## config.mk

```make
export PLATFORM = sky130hd
export DESIGN_NAME = fp_minmax_sched
export DESIGN_NICKNAME = d
export VERILOG_FILES = /design/src/rtl/fpu_pkg.sv /design/src/rtl/fp_cmp_core.sv /design/src/rtl/fp_minmax_sched.sv
export SDC_FILE = /design/constraint.sdc
export NUM_CORES = 1
export LEC_CHECK = 0
export CORE_AREA = 5 5 159 161
export DETAILED_ROUTE_END_ITERATION = 10
export DIE_AREA = 0 0 164 166
export PLACE_DENSITY = 0.69
export SYNTH_ARGS = -nofsm -noshare
export SYNTH_HDL_FRONTEND = slang
export SYNTH_SLANG_ARGS = --single-unit
```

## constraint.sdc

```tcl
create_clock -name clk -period 6.4 [get_ports clk]
set_clock_uncertainty 0.2 [all_clocks]
set_input_delay 0.96 -clock clk [delete_from_list [all_inputs] [get_ports clk]]
set_output_delay 0.96 -clock clk [all_outputs]
set_load 0.1 [all_outputs]
```

## src/rtl/fpu_pkg.sv

```systemverilog
// Shared FPU definitions: op encodings, canonical NaNs, field widths, fflags positions.
package fpu_pkg;

  typedef enum logic [2:0] {
    OP_FMIN = 3'd0,
    OP_FMAX = 3'd1,
    OP_FEQ  = 3'd2,
    OP_FLT  = 3'd3,
    OP_FLE  = 3'd4
  } fp_op_e;

  typedef enum logic [1:0] {
    ST_IDLE = 2'd0,
    ST_EXEC = 2'd1,
    ST_RESP = 2'd2
  } sched_state_e;

  localparam logic [63:0] CANON_NAN_64 = 64'h7FF8_0000_0000_0000;
  localparam logic [31:0] CANON_NAN_32 = 32'h7FC0_0000;

  localparam int FFLAG_NV = 4;
  localparam int FFLAG_DZ = 3;
  localparam int FFLAG_OF = 2;
  localparam int FFLAG_UF = 1;
  localparam int FFLAG_NX = 0;

  function automatic int exp_w(input int bus_width);
    return (bus_width == 32) ? 8 : 11;
  endfunction

  function automatic int mant_w(input int bus_width);
    return (bus_width == 32) ? 23 : 52;
  endfunction

endpackage

```

## src/rtl/fp_cmp_core.sv

```systemverilog
// Combinational FMIN/FMAX/FEQ/FLT/FLE core; ops 5-7 behave as FMAX.
// NV generation only when FP_MINMAX_FLAGS_EN is defined, otherwise nv is tied low.
module fp_cmp_core
  import fpu_pkg::*;
#(
  parameter int BUS_WIDTH = 64
) (
  input  logic [2:0]           op,
  input  logic [BUS_WIDTH-1:0] in1,
  input  logic [BUS_WIDTH-1:0] in2,
  output logic [BUS_WIDTH-1:0] result,
  output logic                 nv
);

  localparam int EW = exp_w(BUS_WIDTH);
  localparam int MW = mant_w(BUS_WIDTH);
  localparam logic [BUS_WIDTH-1:0] CANON_NAN =
    (BUS_WIDTH == 32) ? BUS_WIDTH'(CANON_NAN_32) : BUS_WIDTH'(CANON_NAN_64);

  logic                 s1, s2, nan1, nan2, both_zero;
  logic                 lt_total, lt, eq;
  logic [BUS_WIDTH-2:0] m1, m2;

  assign s1 = in1[BUS_WIDTH-1];
  assign s2 = in2[BUS_WIDTH-1];
  assign m1 = in1[BUS_WIDTH-2:0];
  assign m2 = in2[BUS_WIDTH-2:0];

  assign nan1 = (&in1[BUS_WIDTH-2 -: EW]) & (|in1[MW-1:0]);
  assign nan2 = (&in2[BUS_WIDTH-2 -: EW]) & (|in2[MW-1:0]);
  assign both_zero = ~(|m1) & ~(|m2);

  // Total order on sign-magnitude: puts -0 below +0, used by FMIN/FMAX only.
  assign lt_total = (s1 != s2) ? s1 : (s1 ? (m2 < m1) : (m1 < m2));
  assign lt       = lt_total & ~both_zero;
  assign eq       = (in1 == in2) | both_zero;

  always_comb begin
    result = '0;
    case (op)
      OP_FMIN: begin
        if (nan1 && nan2)  result = CANON_NAN;
        else if (nan1)     result = in2;
        else if (nan2)     result = in1;
        else               result = lt_total ? in1 : in2;
      end
      OP_FEQ:  result = {{(BUS_WIDTH-1){1'b0}}, ~nan1 & ~nan2 & eq};
      OP_FLT:  result = {{(BUS_WIDTH-1){1'b0}}, ~nan1 & ~nan2 & lt};
      OP_FLE:  result = {{(BUS_WIDTH-1){1'b0}}, ~nan1 & ~nan2 & (lt | eq)};
      default: begin
        if (nan1 && nan2)  result = CANON_NAN;
        else if (nan1)     result = in2;
        else if (nan2)     result = in1;
        else               result = lt_total ? in2 : in1;
      end
    endcase
  end

`ifdef FP_MINMAX_FLAGS_EN
  logic snan1, snan2;
  assign snan1 = nan1 & ~in1[MW-1];
  assign snan2 = nan2 & ~in2[MW-1];

  always_comb begin
    nv = 1'b0;
    case (op)
      OP_FLT, OP_FLE: nv = nan1 | nan2;
      default:        nv = snan1 | snan2;
    endcase
  end
`else
  assign nv = 1'b0;
`endif

endmodule

```

## src/rtl/fp_minmax_sched.sv

```systemverilog
// Sequencer for FMIN/FMAX/FEQ/FLT/FLE: IDLE -> EXEC -> RESP, response held until accepted.
// Flags follow FP_MINMAX_FLAGS_EN in fp_cmp_core; flush kills in-flight work, rst overrides all.
module fp_minmax_sched
  import fpu_pkg::*;
#(
  parameter int BUS_WIDTH = 64,
  parameter int TAG_W     = 5
) (
  input  logic                 clk,
  input  logic                 rst,
  input  logic                 flush,
  input  logic                 req_valid,
  output logic                 req_ready,
  input  logic [2:0]           req_op,
  input  logic [TAG_W-1:0]     req_tag,
  input  logic [BUS_WIDTH-1:0] req_rs1,
  input  logic [BUS_WIDTH-1:0] req_rs2,
  output logic                 resp_valid,
  input  logic                 resp_ready,
  output logic [BUS_WIDTH-1:0] resp_data,
  output logic [TAG_W-1:0]     resp_tag,
  output logic [4:0]           resp_fflags
);

  sched_state_e         state_q, state_d;
  logic [2:0]           op_q;
  logic [TAG_W-1:0]     tag_q, rtag_q;
  logic [BUS_WIDTH-1:0] rs1_q, rs2_q, data_q;
  logic [4:0]           fflags_q, fflags_d;
  logic [BUS_WIDTH-1:0] core_result;
  logic                 core_nv;
  logic                 accept;

  fp_cmp_core #(.BUS_WIDTH(BUS_WIDTH)) u_core (
    .op     (op_q),
    .in1    (rs1_q),
    .in2    (rs2_q),
    .result (core_result),
    .nv     (core_nv)
  );

  always_comb begin
    state_d   = state_q;
    req_ready = 1'b0;
    case (state_q)
      ST_IDLE: begin
        req_ready = ~flush;
        if (req_valid) state_d = ST_EXEC;
      end
      ST_EXEC: state_d = ST_RESP;
      ST_RESP: begin
        if (resp_ready) begin
          req_ready = ~flush;
          state_d   = req_valid ? ST_EXEC : ST_IDLE;
        end
      end
      default: state_d = ST_IDLE;
    endcase
    if (flush) state_d = ST_IDLE;
  end

  assign accept = req_valid & req_ready;

  always_comb begin
    fflags_d           = '0;
    fflags_d[FFLAG_NV] = core_nv;
  end

  always_ff @(posedge clk) begin
    if (rst) begin
      state_q  <= ST_IDLE;
      op_q     <= '0;
      tag_q    <= '0;
      rs1_q    <= '0;
      rs2_q    <= '0;
      data_q   <= '0;
      rtag_q   <= '0;
      fflags_q <= '0;
    end else begin
      state_q <= state_d;
      if (accept) begin
        op_q  <= req_op;
        tag_q <= req_tag;
        rs1_q <= req_rs1;
        rs2_q <= req_rs2;
      end
      // Result registers only change on EXEC exit, so RESP outputs hold under stall.
      if (state_q == ST_EXEC && !flush) begin
        data_q   <= core_result;
        rtag_q   <= tag_q;
        fflags_q <= fflags_d;
      end
    end
  end

  assign resp_valid  = (state_q == ST_RESP);
  assign resp_data   = data_q;
  assign resp_tag    = rtag_q;
  assign resp_fflags = fflags_q;

endmodule

```

==> Word-level counts from Yosys, hierarchy flattened <==
Index checks and enable logic that the tools add are counted.
{ "word_totals": {"regBits": 207, "latchBits": 0, "ramBits": 0, "rom_bits": 0, "input_bits": 141, "output_inout_bits": 76, "mem_count": 0} }
{ "op_classes": {"n_addsub": 0, "n_mul": 0, "div": 0, "order_cmp": 2, "eq_ne": 9, "shift": 0, "mux": 17, "bitwise_logic": 17, "reduce_logical": 13} }
{ "op_table": {"columns": ["operator", "n"], "rows": [
  ["64-bit 2-to-1 mux", 8],
  ["64-bit case mux with 4 select lines", 1],
  ["63-bit less-than comparator", 2],
  ["63-bit OR reduction", 2],
  ["52-bit OR reduction", 2],
  ["64-bit equality test", 1],
  ["11-bit AND reduction", 2],
  ["1-bit AND", 9],
  ["3-bit by 2-bit equality test with 1-bit output, second input constant", 2],
  ["1-bit inverter", 6],
  ["2-bit case mux with 3 select lines", 1],
  ["1-bit 2-to-1 mux", 4],
  ["2-bit 2-to-1 mux", 2],
  ["3-bit equality test, second input constant", 1],
  ["3-bit zero test", 1],
  ["2-bit by 1-bit equality test with 1-bit output, second input constant", 1],
  ["2-bit equality test, second input constant", 1],
  ["1-bit logical AND", 2],
  ["2-bit zero test", 1],
  ["2-bit by 1-bit != test with 1-bit output, second input constant", 1],
  ["2-bit != test, second input constant", 1],
  ["1-bit OR", 2],
  ["1-bit case mux with 2 select lines", 1],
  ["2-bit AND reduction", 1],
  ["other kinds (3)", 3]
]} }

==> Logic depth before layout (Yosys ltp) <==
Gate-level depths: netlist of run 1.
{ "depth": {"word_depth": 8, "ltp_mapped": 13} }

==> Hierarchy <==
Synthesis of run 1 repeated with hierarchy kept, for this count alone.
{ "unflattened": {"hier_cells": 1316, "area_unflattened_um2": 11681.2} }
{ "by_module_without_submodules": {"columns": ["mod", "n_inst", "cells_per_inst", "area_per_inst_um2", "seq_area_each_um2"], "rows": [
  ["fp_minmax_sched", 1, 910, 8740.9, 4164.0],
  ["fp_cmp_core", 1, 406, 2940.3, 0.0]
]} }

==> Worst setup path before layout of run 1 <==
Ideal clock, no wire load.
{ "synth_timing": {"path_type": "input-to-reg", "start": "input port resp_ready", "end": "register rs2_q[3]", "setup_ns": 0.071, "arrival_time_ns": 4.677, "path_slack_ns": 1.452, "stages": 8, "n_path_buf": 3, "path_cell_list": "inv_1 > a211oi_1 > and2_1 > clkbuf_1 > clkbuf_1 > clkbuf_1 > nand2_1 > a21oi_1"} }
{ "synth_via": {"elab_chain_len": 3} }
{ "synth_lines": {"columns": ["element", "line", "text"], "rows": [
  ["start, declared", "fp_minmax_sched.sv:19", "input logic resp_ready,"],
  ["1-bit 2-to-1 mux", "fp_minmax_sched.sv:52", "if (resp_ready) begin"],
  ["1-bit case mux with 2 select lines", "fp_minmax_sched.sv:45", "case (state_q)"],
  ["net req_ready", "fp_minmax_sched.sv:13", "output logic req_ready,"],
  ["1-bit AND", "fp_minmax_sched.sv:62", "assign accept = req_valid & req_ready;"],
  ["end signal, assigned", "fp_minmax_sched.sv:85", "rs2_q <= req_rs2;"],
  ["end, declared", "fp_minmax_sched.sv:28", "logic [BUS_WIDTH-1:0] rs1_q, rs2_q, data_q;"]
]} }
The timed path passes the listed nets, and every way through them passes these cells.
A chain may end at the register's enable or synchronous reset.

==> Worst setup path in the final report of run 1 <==
{ "layout_timing": {"start": "register rs2_q[62]", "end": "register data_q[13], in the netlist resp_data[13]"} }
{ "layout_via": {"elab_chain_len": 8, "elab_cells_between_ends": 16} }
{ "layout_lines": {"columns": ["element", "line", "text"], "rows": [
  ["63-bit less-than comparator", "fp_cmp_core.sv:34", "assign lt_total = (s1 != s2) ? s1 : (s1 ? (m2 < m1) : (m1 < m2));"],
  ["1-bit 2-to-1 mux (2 in series)", "fp_cmp_core.sv:34", null],
  ["64-bit 2-to-1 mux (on tied branches)", "fp_cmp_core.sv:54, fp_cmp_core.sv:45", null],
  ["64-bit 2-to-1 mux (on tied branches)", "fp_cmp_core.sv:53, fp_cmp_core.sv:44", null],
  ["64-bit 2-to-1 mux (on tied branches)", "fp_cmp_core.sv:52, fp_cmp_core.sv:43", null],
  ["64-bit 2-to-1 mux (on tied branches)", "fp_cmp_core.sv:51, fp_cmp_core.sv:42", null],
  ["64-bit case mux with 4 select lines *", "fp_cmp_core.sv:40", "case (op)"],
  ["end signal, assigned", "fp_minmax_sched.sv:89", "data_q <= core_result;"],
  ["end, declared", "fp_minmax_sched.sv:28", null]
]} }
Every way passes the cells marked *; elsewhere a longest branch is shown, timed or not.

==> flow_metrics.py, run 1 <==
metrics = {
    "status": {
        "status": "complete, no violations",
    },
    "logic_synthesis": {
        "yosys_most_used_dff": "dfxtp_1",
        "synth_seq_cells": 207,
        "syn_inst": 1205,
        "async_reset_ff_frac": 0,
        "yosys_warnings": 0,
        "ys_seq_area_frac": 0.412,
        "avgSynthCellArea_um2": 8.34,
        "synth_edf_count": 0,
        "syn_area_mm2": 0.0101,
        "synth.distinct_cells": 61,
    },
    "cts": {
        "cts_buffers": 22,
        "clk_latency_ps": 510,
        "htreeDepth": 1,
        "cts_resized": 0,
        "cts_tree": "built",
        "cts_buffer_depth": 3,
        "cts_sinks": 207,
        "clk_pin_slew_worst_paths_ps": 60,
        "holdBufCountCts": 0,
        "root_buffer": "clkbuf_16",
        "post_cts_buffers": 0,
    },
    "routing": {
        "num_vias": 9186,
        "wl_per_cell_um": 17.5,
        "wl_um": 30000,
        "avgViaCountPerCell": 5.34,
        "ant_nets": 0,
        "drt-pass1-iter-count": 5,
        "drc_errors": 0,
        "drt_iter0_drc": 534,
    },
    "setup_path": {
        "r2r-start": "rs2_q[62]$_SDFFE_PP0P_",
        "crit_slowest_cell": "nor3_4",
        "cp-end-kind": "flip-flop",
        "required_ps": 6650,
        "crit_arrival_ps": 4610,
        "crit_chain": "inv_1 -> ha_1 -> nand4_1 -> or4b_4 -> nor4_4 -> and4_1 -> or2b_2 -> nor3_1 -> mux2i_4 -> nand3_2 -> nor3_4 -> buf_4 -> a21o_1",
        "crit_type": "reg2reg",
        "cp-startpoint": "rs2_q[62]$_SDFFE_PP0P_",
        "critPathLaunchType": "flip-flop",
        "crit_fanout": 32,
        "slowest_delay_ps": 690,
    },
    "cells_and_area": {
        "utilization": 0.546,
        "final_cell_mix": "nand2_1, clkdlybuf4s50_1, dfxtp_1",
        "final_layout_size_suffix_gt1_frac": 0.0588,
        "layout_commonest_cell": "nand2_1",
        "stdcell_area_mm2": 0.0130,
        "num_antenna_cells": 0,
        "nets": 1586,
        "area_growth_pct": 29.4,
    },
    "placement": {
        "gp_congestion": 0.867,
        "dp_slack_ps": 2030,
        "placed_area_mm2": 0.0123,
        "portBuffers": 211,
        "place_hpwl_um": 21400,
    },
    "timing": {
        "drv_slew": 0,
        "slew_headroom": 0.299,
        "fin_tns_setup_ps": 0,
        "fmaxAchievable_mhz": 229,
        "post-route-min-period_ps": 4370,
        "worst_pin_slew_ps": 1050,
        "post-route-period-util": 0.682,
        "setup_viol": 0,
        "rsz0062_at_grt": "no",
        "finalHoldViolations": 0,
        "worst_slack_ps": 2030,
        "hold_slack_ps": 256,
    },
    "global_routing": {
        "antenna_found_initial": 0,
        "grt_first_pass_wirelength_um": 47200,
        "grt_max_degree": 88,
        "grt_use_total": 0.211,
        "grt_pass1_vias": 8816,
        "grt-ovfl-total": 0,
    },
    "floorplanning": {
        "die-area_mm2": 0.0272,
        "io_pins": 217,
        "die_y_um": 166,
        "initial_core_util": 0.422,
        "core_mm2": 0.0238,
        "die_w_um": 164,
        "rows": 57,
    },
    "power": {
        "power.leakage_nw": 5.27,
        "power_density_mw_per_mm2": 244,
        "vdd_ir_drop_max_v": 0.000119,
    },
    "worst_hold_path": {
        "hold_class": "reg2reg",
        "worstHoldStart": "tag_q[4]$_SDFFE_PP0P_",
    },
    "run": {
        "maxCapViolations": 0,
    },
}
## through the flow
step           instances  total power, mW
2_1_floorplan       1209             1.73
3_3_place_gp        1680             1.91
3_5_place_dp        1680             1.92
4_1_cts             1719             3.20
5_1_grt             1719             3.31
6_report            1719             3.17
## metal layers
metal	track usage	routed length, um	vias up
met5	0	0	-
met3	0.0367	1890	54
met1	0.299	13900	4326
li1	-	-	4538
met2	0.328	13400	268
met4	0.0653	828	0
## cell families (layout without fill, tap and decap cells)
| logic type | Yosys count | count (layout) | synth area share |
|---|---|---|---|
| fa+ha+maj | 65 | 65 | 0.0809 |
| mux | 30 | 30 | 0.0367 |
| buf+inv | 142 | 328 | 0.0635 |
| other cells | 1 | 5 | 0.000373 |
| simple gates | 444 | 444 | 0.197 |
| xor+xnor | 1 | 1 | 0.000872 |
| flops | 207 | 207 | 0.412 |
| compound gates | 315 | 315 | 0.208 |
## critical path: cells and delay by family, from the launching register on
family / cells / cell delay [ps]
adders and majority gates: 1 / 300
DFF: 1 / 430
buffers and inverters: 2 / 580
muxes: 1 / 220
and+or+nand+nor: 8 / 2370
AOI/OAI and AO/OA: 1 / 180
## report_power, final
group / internal, mW / leakage (nW) / total, mW / switching [mW]
Combinational: 0.219 / 3.23 / 0.499 / 0.280
Sequential: 1.33 / 1.68 / 1.39 / 0.0581
Clock: 0.760 / 0.356 / 1.28 / 0.524
Total: 2.31 / 5.27 / 3.17 / 0.862
## state kept, by name, summed over array words and instances, names as in the netlist
register   cells
state_q        2
resp_data     64
rs1_q         64
tag_q          5
op_q           3
resp_tag       5
rs2_q         64
## cell usage after synthesis, types with 17 or more instances
cell type | number | area [um2]
nand2_1 | 319 | 1200
clkbuf_1 | 57 | 214
nand4_1 | 23 | 144
a21o_1 | 54 | 405
mux2i_1 | 17 | 170
inv_1 | 68 | 255
a21oi_1 | 159 | 796
ha_1 | 65 | 813
nor2_1 | 21 | 78.8
nor4_1 | 35 | 219
a22o_1 | 50 | 438
dfxtp_1 | 207 | 4140
## final cells by class
type,count,area (um2)
clock buffers,30,622
clock inverters,9,97.6
fillers,2264,10800
inverters,68,255
multi-input cells,860,5300
flip-flops and latches,207,4140
well taps,324,405
repair buffers,221,2180
## final timing paths
path	cells past startpoint	slack (ps)	endpoint
worst max-delay path	13	2030	resp_data[13]$_SDFFE_PP0P_
worst min-delay path	2	260	tag_q[4]$_SDFFE_PP0P_
worst max register to register	13	2030	resp_data[13]$_SDFFE_PP0P_
worst min register to register	2	260	tag_q[4]$_SDFFE_PP0P_
(Power assumes the default switching activity.)
==> run 2, diff against run 1 <==
Settings changed: PLACE_DENSITY 0.69 to 0.72.
Clock period 6.4 ns to 4 ns, I/O delays scaled along.
==> run 2 against run 1 <==
Register-to-register slack got worse by 1600 ps. First-iteration DRC count rose by 12%. Via count is 0.86% higher. Sequential share of layout area decreased by 0.23 points. Final cell count is 0.64% higher.
==> flow_metrics.py, run 2 (synthesized netlist as in run 1, its figures left out) <==
metrics = {
    "cts": {
        "cts_sinks": 207,
        "htreeDepth": 1,
        "cts_tree": "built",
        "clk_pin_slew_worst_paths_ps": 60,
        "cts_buffers": 23,
        "cts_resized": 0,
        "post_cts_buffers": 0,
        "cts_buffer_depth": 3,
        "holdBufCountCts": 0,
        "clk_latency_ps": 510,
        "root_buffer": "clkbuf_16",
    },
    "global_routing": {
        "grt-ovfl-total": 0,
        "grt_use_total": 0.218,
        "grt_pass1_vias": 9104,
        "grt_first_pass_wirelength_um": 48900,
        "grt_max_degree": 138,
        "antenna_found_initial": 0,
    },
    "placement": {
        "placedCellCount": 1690,
        "portBuffers": 211,
        "place_hpwl_um": 21900,
        "placed_area_mm2": 0.0124,
        "dp_slack_ps": 460,
        "gp_congestion": 0.866,
    },
    "timing": {
        "worst_pin_slew_ps": 1050,
        "fin_tns_setup_ps": 0,
        "finalHoldViolations": 0,
        "setup_viol": 0,
        "post-route-period-util": 0.899,
        "hold_slack_ps": 256,
        "worst_slack_ps": 405,
        "rsz0062_at_grt": "no",
        "slew_headroom": 0.296,
        "fmaxAchievable_mhz": 278,
        "post-route-min-period_ps": 3590,
        "drv_slew": 0,
    },
    "floorplanning": {
        "die-area_mm2": 0.0272,
        "die_w_um": 164,
        "rows": 57,
        "io_pins": 217,
        "initial_core_util": 0.422,
        "core_mm2": 0.0238,
        "die_y_um": 166,
    },
    "worst_hold_path": {
        "hold_class": "reg2reg",
    },
    "setup_path": {
        "cp-startpoint": "rs2_q[30]$_SDFFE_PP0P_",
        "crit_fanout": 11,
        "reg2regPathDepth": 13,
        "endpoint": "resp_data[61]$_SDFFE_PP0P_",
        "required_ps": 4170,
        "r2r_end": "resp_data[61]$_SDFFE_PP0P_",
        "critPathLaunchType": "flip-flop",
        "rrSetupSlack_ps": 410,
        "crit_type": "reg2reg",
        "r2r-start": "rs2_q[30]$_SDFFE_PP0P_",
        "crit_arrival_ps": 3760,
        "cp-end-kind": "flip-flop",
    },
    "status": {
        "status": "complete, no violations",
    },
    "routing": {
        "wl_per_cell_um": 17.7,
        "ant_nets": 0,
        "num_vias": 9265,
        "wl_um": 30700,
        "drt_iter0_drc": 600,
        "drc_errors": 0,
        "avgViaCountPerCell": 5.36,
        "drt-pass1-iter-count": 5,
    },
    "run": {
        "maxCapViolations": 0,
    },
    "cells_and_area": {
        "stdcell_area_mm2": 0.0131,
        "nets": 1597,
        "final_cell_mix": "nand2_1, clkdlybuf4s50_1, dfxtp_1",
        "num_antenna_cells": 0,
        "area_growth_pct": 30.4,
        "stdcell_count": 1730,
        "n_fill_cell": 2206,
        "utilization": 0.550,
        "layout_commonest_cell": "nand2_1",
        "final_layout_size_suffix_gt1_frac": 0.0654,
    },
    "power": {
        "p_total_mw": 4.99,
        "swShare": 0.279,
        "power_frac_clock": 0.387,
        "vdd_ir_drop_max_v": 0.000223,
        "p_comb_frac": 0.168,
        "p_sw_mw": 1.40,
        "internal_power_mw": 3.60,
        "pwr-share-seq": 0.445,
        "power_density_mw_per_mm2": 381,
        "power.leakage_nw": 5.32,
    },
}
==> run 2: cell types whose count changed in the layout (fill, tap and decap cells not counted), sizes merged <==
cell and change:
clkinvlp -1, buf +11, bufinv -2, clkdlybuf4s50 -1, clkbuf +3, inv +1
==> run 2: routing by layer <==
layer,GRT usage,part of all wire,up-vias,wire length (um)
met5,0,0,-,0
met4,0.0536,0.023,0,719
met3,0.0350,0.065,55,1980
met2,0.350,0.46,286,14200
met1,0.307,0.45,4352,13800
li1,-,-,4572,-
==> run 2: power groups by stage <==
| stage | sequential (mW) | clock (mW) | combinational (mW) |
|---|---|---|---|
| 6_report | 2.22 | 1.93 | 0.840 |
| 3_5_place_dp | 2.27 | 0 | 0.836 |
| 3_3_place_gp | 2.26 | 0 | 0.822 |
| 2_1_floorplan | 2.27 | 0 | 0.500 |
| 5_1_grt | 2.23 | 2.06 | 0.918 |
| 4_1_cts | 2.22 | 1.97 | 0.841 |
==> run 2: final cells by class <==
cell class                      count  area (um2)  share of cell area
Multi-Input combinational cell    860        5310               0.405
Clock buffer                       33         633              0.0483
Sequential cell                   207        4140               0.316
Inverter                           68         255              0.0195
Tap cell                          324         405              0.0309
Timing Repair Buffer              231        2320               0.177
Clock inverter                      7        42.5             0.00325
==> run 2: how the worst min path moves through the flow <==
stage | from | endpoint | slack [ps] | cells past startpoint
final | tag_q[3]$_SDFFE_PP0P_ | tag_q[3]$_SDFFE_PP0P_ | 260 | 2
after global routing | tag_q[2]$_SDFFE_PP0P_ | tag_q[2]$_SDFFE_PP0P_ | 290 | 2
after global placement | tag_q[3]$_SDFFE_PP0P_ | tag_q[3]$_SDFFE_PP0P_ | 240 | 2
after floorplan | tag_q[0]$_SDFFE_PP0P_ | tag_q[0]$_SDFFE_PP0P_ | 240 | 2
after detailed placement | tag_q[3]$_SDFFE_PP0P_ | tag_q[3]$_SDFFE_PP0P_ | 250 | 2
after CTS | tag_q[3]$_SDFFE_PP0P_ | tag_q[3]$_SDFFE_PP0P_ | 260 | 2
==> run 2: worst max-delay path: stages (launching register included) <==
cell       delay [ps]
dfxtp_1           390
inv_1              60
ha_1              310
nand4_1           170
nor3_1            120
a221o_1           410
a2111oi_1         410
buf_4             180
nand2_2           100
mux2_4            360
a21oi_2           130
buf_4             250
mux2i_1           260
o211ai_2          100
